--- src/rtl/universal_reg.sv ---
// WIDTH-bit edge-triggered register with load, shift, rotate and count modes,
// a registered complement output and a one-cycle carry/bit-out flag.
module universal_reg #(
    parameter int unsigned          WIDTH   = 8,
    parameter logic [WIDTH-1:0]     RST_VAL = '0
) (
    input  logic             clk,
    input  logic             rst,
    input  logic             en,
    input  logic [2:0]       mode,
    input  logic [WIDTH-1:0] d,
    input  logic             sin_r,
    input  logic             sin_l,
    output logic [WIDTH-1:0] q,
    output logic [WIDTH-1:0] qn,
    output logic             co
);

    localparam logic [2:0] MODE_HOLD = 3'b000;
    localparam logic [2:0] MODE_LOAD = 3'b001;
    localparam logic [2:0] MODE_SHL  = 3'b010;
    localparam logic [2:0] MODE_SHR  = 3'b011;
    localparam logic [2:0] MODE_ROL  = 3'b100;
    localparam logic [2:0] MODE_ROR  = 3'b101;
    localparam logic [2:0] MODE_INC  = 3'b110;
    localparam logic [2:0] MODE_DEC  = 3'b111;

    logic [WIDTH-1:0] q_q, q_d;
    logic [WIDTH-1:0] qn_q;
    logic             co_q, co_d;

    // One extra bit holds the carry (increment) or borrow (decrement).
    logic [WIDTH:0] inc_sum;
    logic [WIDTH:0] dec_diff;

    always_comb begin
        inc_sum  = {1'b0, q_q} + {{WIDTH{1'b0}}, 1'b1};
        dec_diff = {1'b0, q_q} - {{WIDTH{1'b0}}, 1'b1};
    end

    always_comb begin
        q_d  = q_q;
        co_d = 1'b0;
        if (en) begin
            unique case (mode)
                MODE_HOLD: q_d = q_q;
                MODE_LOAD: q_d = d;
                MODE_SHL: begin
                    q_d  = {q_q[WIDTH-2:0], sin_r};
                    co_d = q_q[WIDTH-1];
                end
                MODE_SHR: begin
                    q_d  = {sin_l, q_q[WIDTH-1:1]};
                    co_d = q_q[0];
                end
                MODE_ROL: begin
                    q_d  = {q_q[WIDTH-2:0], q_q[WIDTH-1]};
                    co_d = q_q[WIDTH-1];
                end
                MODE_ROR: begin
                    q_d  = {q_q[0], q_q[WIDTH-1:1]};
                    co_d = q_q[0];
                end
                MODE_INC: begin
                    q_d  = inc_sum[WIDTH-1:0];
                    co_d = inc_sum[WIDTH];
                end
                MODE_DEC: begin
                    q_d  = dec_diff[WIDTH-1:0];
                    co_d = dec_diff[WIDTH];
                end
            endcase
        end
    end

    always_ff @(posedge clk) begin
        if (rst) begin
            q_q  <= RST_VAL;
            qn_q <= ~RST_VAL;
            co_q <= 1'b0;
        end else begin
            q_q  <= q_d;
            qn_q <= ~q_d;
            co_q <= co_d;
        end
    end

    assign q  = q_q;
    assign qn = qn_q;
    assign co = co_q;

endmodule

--- config.mk ---
export PLATFORM = sky130hd
export DESIGN_NAME = universal_reg
export DESIGN_NICKNAME = d
export VERILOG_FILES = /design/src/rtl/universal_reg.sv
export SDC_FILE = /design/constraint.sdc
export NUM_CORES = 1
export LEC_CHECK = 0
export ABC_CLOCK_PERIOD_IN_PS = 2280
export CAP_MARGIN = 25
export CELL_PAD_IN_SITES_DETAIL_PLACEMENT = 0
export CELL_PAD_IN_SITES_GLOBAL_PLACEMENT = 1
export CORE_MARGIN = 2
export CORE_UTILIZATION = 28
export CTS_CLUSTER_SIZE = 10
export DETAILED_ROUTE_END_ITERATION = 16
export PLACE_DENSITY_LB_ADDON = 0.1
export SLEW_MARGIN = 5
export SYNTH_ARGS = -nofsm -noshare
export SYNTH_HDL_FRONTEND = slang
export SYNTH_SLANG_ARGS = --single-unit
--- constraint.sdc ---
create_clock -name clk -period 2.28 [get_ports clk]
set_input_delay 0.342 -clock clk [delete_from_list [all_inputs] [get_ports clk]]
set_output_delay 0.342 -clock clk [all_outputs]
set_load 0.01 [all_outputs]
==> results of run 1 <==
-- power by group through the flow --
stage          Sequential (mW)  Combinational, mW  Clock, mW
3_3_place_gp             0.354              0.278          0
6_report                 0.348              0.281      0.230
4_1_cts                  0.347              0.281      0.242
2_1_floorplan            0.346              0.160          0
3_5_place_dp             0.353              0.280          0
5_1_grt                  0.352              0.307      0.256
-- metrics by stage --
stage | hold slack (ps) | power [mW]
finish | 673 | 0.859
global route | 722 | 0.915
global placement | 678 | 0.633
detailed placement | 642 | 0.633
floorplan | 557 | 0.506
CTS | 670 | 0.870
-- cells by family after synthesis --
group / Yosys count / share of synthesized area, %
flip-flops: 17 / 26.7
AO/OA/AOI/OAI: 52 / 31.1
AND/OR/NAND/NOR: 54 / 25.3
multiplexers: 7 / 5.89
XOR/XNOR: 1 / 0.688
buffers and inverters: 23 / 8.25
adder cells (fa/ha/maj): 2 / 1.96
-- layout by cell type (no fill, tap or decap), types with 2 or more instances in the layout --
cell type | Yosys | routed
mux2i_1 | 3 | 3
nor3b_1 | 3 | 3
dfxtp_1 | 17 | 17
inv_1 | 5 | 5
nand2_1 | 7 | 7
and3_1 | 3 | 3
a21oi_1 | 5 | 5
nand2b_1 | 4 | 4
or2_2 | 2 | 2
a211oi_1 | 4 | 4
clkdlybuf4s50_1 | 0 | 32
ha_1 | 2 | 2
o21ai_0 | 7 | 7
a32o_1 | 2 | 2
a311o_1 | 2 | 2
or4_1 | 3 | 3
buf_12 | 0 | 2
nor2b_1 | 2 | 2
o221ai_1 | 3 | 3
clkbuf_8 | 0 | 3
a311oi_1 | 5 | 5
nand3_1 | 5 | 5
buf_4 | 0 | 13
nor2_1 | 10 | 10
a22oi_1 | 4 | 4
nor3_1 | 4 | 4
mux2_2 | 4 | 4
o31ai_1 | 4 | 4
or3_1 | 2 | 2
a32oi_1 | 2 | 2
-- worst max path at each step --
stage | startpoint | endpoint | slack, ps | depth (start not counted)
floorplan | q[0]$_SDFF_PP0_ | qn[1]$_SDFF_PP1_ | 510 | 7
global placement | mode[0] | qn[2]$_SDFF_PP1_ | 110 | 6
detailed placement | mode[2] | qn[3]$_SDFF_PP1_ | 100 | 5
CTS | q[1]$_SDFF_PP0_ | qn[7]$_SDFF_PP1_ | 370 | 4
global route | q[1]$_SDFF_PP0_ | qn[2]$_SDFF_PP1_ | 230 | 6
finish | q[0]$_SDFF_PP0_ | qn[2]$_SDFF_PP1_ | 360 | 6
-- layout make-up --
type / count / area [sq um]
Tap cell: 52 / 65.1
Sequential cell: 17 / 340
Inverter: 5 / 18.8
Timing Repair Buffer: 47 / 458
Clock inverter: 1 / 5.00
Multi-Input combinational cell: 116 / 828
Fill cell: 426 / 2600
Clock buffer: 3 / 41.3
-- worst max-delay path, stage by stage, from the launching register on --
cell	delay, ps
dfxtp_1	530
inv_1	110
ha_1	250
mux2_2	280
a222oi_1	280
a2bb2oi_1	260
or2_2	140
-- cell usage after synthesis (3+ instances only) --
master and n:
a211oi_1 4, a21oi_1 5, a22oi_1 4, a311oi_1 5, and3_1 3, buf_2 8, clkbuf_1 7, dfxtp_1 17
inv_1 5, mux2_2 4, mux2i_1 3, nand2_1 7, nand2b_1 4, nand3_1 5, nor2_1 10, nor3_1 4
nor3b_1 3, o21ai_0 7, o221ai_1 3, o31ai_1 4, or4_1 3
-- routing by layer --
layer	share of wire [%]	wire (um)	vias to the layer above
met2	47	1910	43
met4	1.9	78	0
li1	-	-	668
met1	46	1870	644
met3	5.1	209	10
met5	0	0	-
==> results.yml, run 1 <==
pwr:
  p_per_area_nw_per_um2: 489
  ir_worst_vdd_mv: 0.266
  sw_frac_of_total_pct: 31.5
  intPower_mw: 0.588
  p_sw_mw: 0.271
  power_frac_clock_pct: 26.8
  combPwrFrac_pct: 32.7
  pwr-share-seq_pct: 40.5
  p_leak_nw: 0.644
critical_path:
  crit_fanout: 9
  r2r-end: "qn[2]$_SDFF_PP1_"
  required_ps: 2490
  r2r_setup_slack_ps: 360
  cp_data_arrival_time_ps: 2120
  critPathKind: "flop to flop"
  end_kind: "flop"
  crit_path_start_kind: "flop"
  reg2regPathDepth: 6
  r2r-start: "q[0]$_SDFF_PP0_"
clocking:
  post-cts-setup-buffers: 0
  cts_tree: "done"
  cts_buffers: 3
  worstSkewPairLatency_ps: 260
  clock_sinks: 17
  cts_hold_buffers: 0
  cts.htree.levels: 1
  cts.clk_slew.worst_paths_ps: 70
  cts_buffer_depth: 2
  cts_resized: 0
  ctsRootBufferMaster: "clkbuf_8"
yosys:
  ys_ff_latch: 17
  async_reset_ff_share_pct: 0
  synth_top_area_cell: "dfxtp_1"
  ys_types: 55
  synth_nets: 174
  synth_edf_count: 0
  netlist_area_sq_um: 1270
  syn_inst: 156
  yosysWarningCount: 0
  postSynthAreaPerCell_sq_um: 8.16
  yosysTopAreaCellShare_pct: 26.7
  synth_ff_type: "dfxtp_1"
  synthTopCellsByArea: "dfxtp_1 (27%), mux2_2 (3.5%), a311oi_1 (3.4%), buf_2 (3.1%), nor2_1 (2.9%)"
  synth-seq-area-share_pct: 26.7
placement:
  place_ws_ps: 102
  port_buffers: 32
  dp_hpwl_um: 3050
  place.gp.congestion: 0.896
  place_area_sq_um: 1710
  dp.cells: 237
timing:
  fmax_ghz: 0.522
  worst_pin_slew_ps: 470
  tns_ps: 0
  hold_viol: 0
  grt_setup_unrepaired: "false"
  slew_headroom_pct: 68.6
  finalClockSkew_ps: 2.95
  setup_viol: 0
  period_share_pct: 84.0
  worst_slack_ps: 365
  min_period_ps: 1920
  drv_slew: 0
floorplan:
  dieArea_sq_um: 5100
  start_util_pct: 29.3
  rows: 24
  chipWidth_um: 71.4
  pin_count: 33
  coreArea_sq_um: 4350
  die_h_um: 71.4
cells_and_area:
  fin_cells: 241
  post-route-cell-area_sq_um: 1760
  nets: 208
  drive_gt1_share_pct: 15.3
  finish.utilization_pct: 40.3
  area_growth_pct: 37.9
  n_antenna_cell: 0
routing:
  drtPass1Iterations: 4
  drtAntennaViolNets: 0
  via_count: 1365
  first_iter_violations: 156
  vias_per_cell: 5.66
  wl_per_cell_um: 16.8
  drc: 0
  wl_um: 4060
global_routing:
  track_usage_pct: 16.9
  antenna_found_initial: 0
  grt-ovfl-total: 0
  grt_max_degree: 34
  top_usage_layer: "met2"
  use_met1_pct: 22.5
  grt_first_pass_wirelength_um: 6820
  use_met3_pct: 4.22
  use_met2_pct: 27.4
  grt_pass1_vias: 1336
run:
  maxCapViolCount: 0
min_path:
  min_path_cells: 1
  hold_path_class: "flop to flop"
  whs_endpoint: "qn[5]$_SDFF_PP1_"
status:
  status: "completed"
No activity file was read; power rests on OpenSTA's default activity.
==> run 2, diff against run 1 <==
--- a/config.mk
+++ b/config.mk
@@ -5,7 +5,7 @@
 export SDC_FILE = /design/constraint.sdc
 export NUM_CORES = 1
 export LEC_CHECK = 0
-export ABC_CLOCK_PERIOD_IN_PS = 2280
+export ABC_CLOCK_PERIOD_IN_PS = 1600
 export CAP_MARGIN = 25
 export CELL_PAD_IN_SITES_DETAIL_PLACEMENT = 0
 export CELL_PAD_IN_SITES_GLOBAL_PLACEMENT = 1
==> constraint.sdc (replaced) <==
create_clock -name clk -period 1.6 [get_ports clk]
set_input_delay 0.24 -clock clk [delete_from_list [all_inputs] [get_ports clk]]
set_output_delay 0.24 -clock clk [all_outputs]
set_load 0.01 [all_outputs]
==> run 2 against run 1 <==
Combinational power increased by 96%. Count of clock-buffer cells in the layout increased by 1. Via count increased by 9.4%. Routed wire length increased by 12%. The run now ends with setup timing left. Worst hold slack got worse by 9.5 ps. Cell area increased by 23%.
==> results.yml, run 2 (same netlist as run 1, synthesis figures left out) <==
timing:
  tns_ps: -548
  setup_viol: 7
  worst_slack_ps: -127
  drv_slew: 0
  min_period_ps: 1730
  finalClockSkew_ps: 5.40
  grt_setup_unrepaired: "true"
  hold_viol: 0
  fmax_ghz: 0.579
  whs_ps: 664
  worst_pin_slew_ps: 460
  slew_headroom_pct: 69.1
  period_share_pct: 108
floorplan:
  rows: 24
  die_h_um: 71.4
  pin_count: 33
  start_util_pct: 29.3
  coreArea_sq_um: 4350
  chipWidth_um: 71.4
  dieArea_sq_um: 5100
critical_path:
  end_kind: "flop"
  cpPeakStageDelay_ps: 590
  worst-path-stages: 4
  path_buf_inv: 0
  crit_path_start_kind: "flop"
  r2r-start: "q[0]$_SDFF_PP0_"
  cp_data_arrival_time_ps: 1840
  crit_path_top_delay_cell: "or4_4"
  reg2regPathDepth: 4
  crit_chain: "or4_4 > o41a_1 > o21ai_2 > a311oi_2"
  crit_path_start: "q[0]$_SDFF_PP0_"
  required_ps: 1710
  crit_fanout: 5
  cpLargestDelayFamily: "compound AO/OA/AOI/OAI gates"
  critPathKind: "flop to flop"
routing:
  wl_per_cell_um: 16.7
  via_count: 1493
  drc: 0
  drtPass1Iterations: 4
  drtAntennaViolNets: 0
  first_iter_violations: 94
  wl_um: 4530
  vias_per_cell: 5.51
status:
  violations: "setup timing"
  status: "finished with violations"
pwr:
  p_leak_nw: 0.874
  ir_worst_vdd_mv: 0.322
  p_per_area_nw_per_um2: 632
  finalPower_mw: 1.36
clocking:
  cts_tree: "done"
  cts_hold_buffers: 0
  worstSkewPairLatency_ps: 250
  cts_buffer_depth: 2
  ctsRootBufferMaster: "clkbuf_8"
  cts_buffers: 3
  cts.clk_slew.worst_paths_ps: 70
  cts.htree.levels: 1
  clock_sinks: 17
placement:
  place_ws_ps: -369
  port_buffers: 32
  dp_hpwl_um: 3340
  place.gp.congestion: 0.867
min_path:
  hold_path_class: "flop to flop"
  min_path_cells: 2
global_routing:
  grt_first_pass_wirelength_um: 7250
  track_usage_pct: 17.9
  grt-ovfl-total: 0
  grt_max_degree: 12
  antenna_found_initial: 0
  grt_pass1_vias: 1491
run:
  maxCapViolCount: 0
cells_and_area:
  area_growth_pct: 69.0
  nets: 238
  n_antenna_cell: 0
  final_cell_mix: "buf_4 (38), clkdlybuf4s50_1 (27), nor2_1 (10), dfxtp_1 (10), nand2_1 (7)"
  drive_gt1_share_pct: 37.9
  final_common_cell: "buf_4"
-- run 2: cell types whose count changed in the layout (fill, tap and decap cells not counted), moves of 4 or more --
cell,previous run,this run
buf_4,13,38
buf_6,0,5
clkdlybuf4s50_1,32,27
dfxtp_1,17,10
dfxtp_4,0,4
-- run 2: final timing paths --
| check | end | slack (ps) |
|---|---|---|
| max | flop | -130 |
| min | qn[6]$_SDFF_PP1_ | 660 |
| max reg2reg | flop | -130 |
| min reg2reg | qn[6]$_SDFF_PP1_ | 660 |
-- run 2: power by group --
group / switching, mW / leakage, nW / internal [mW] / total, mW
Sequential: 0.0262 / 0.144 / 0.453 / 0.479
Clock: 0.151 / 0.0228 / 0.177 / 0.328
Combinational: 0.249 / 0.707 / 0.303 / 0.552
Total: 0.427 / 0.874 / 0.932 / 1.36
-- run 2: per-stage QoR --
step                std cells  util [%]  cell area, sq um
finish                    271      49.4              2150
global route              271      49.4              2150
CTS                       269      47.5              2070
detailed placement        262      43.8              1910
global placement          262      43.8              1910
floorplan                 156         -              1310
-- run 2: worst reg2reg max path, stage by stage (launching register included) --
cell and delay (ps):
dfxtp_4 370, or4_4 590, o41a_1 350, o21ai_2 170, a311oi_2 120
-- run 2: cell type report --
cell class	instances	area (sq um)
Clock buffer	4	45.0
Timing Repair Buffer	77	712
Tap cell	52	65.1
Fill cell	420	2200
Inverter	5	18.8
Sequential cell	17	359
Multi-Input combinational cell	116	952
-- run 2: what timing repair did --
action	in CTS	in global routing
setup buffers	2	2
gates resized for setup	21	20
pin swaps	10	23
setup endpoints to repair	16	16
gates cloned	1	0
-- run 2: layer usage --
metal / track usage [%] / share of wire (%)
met1: 22.3 / 43
met2: 31.4 / 52
met3: 3.94 / 3.8
met4: 4.19 / 1.1
met5: 0 / 0
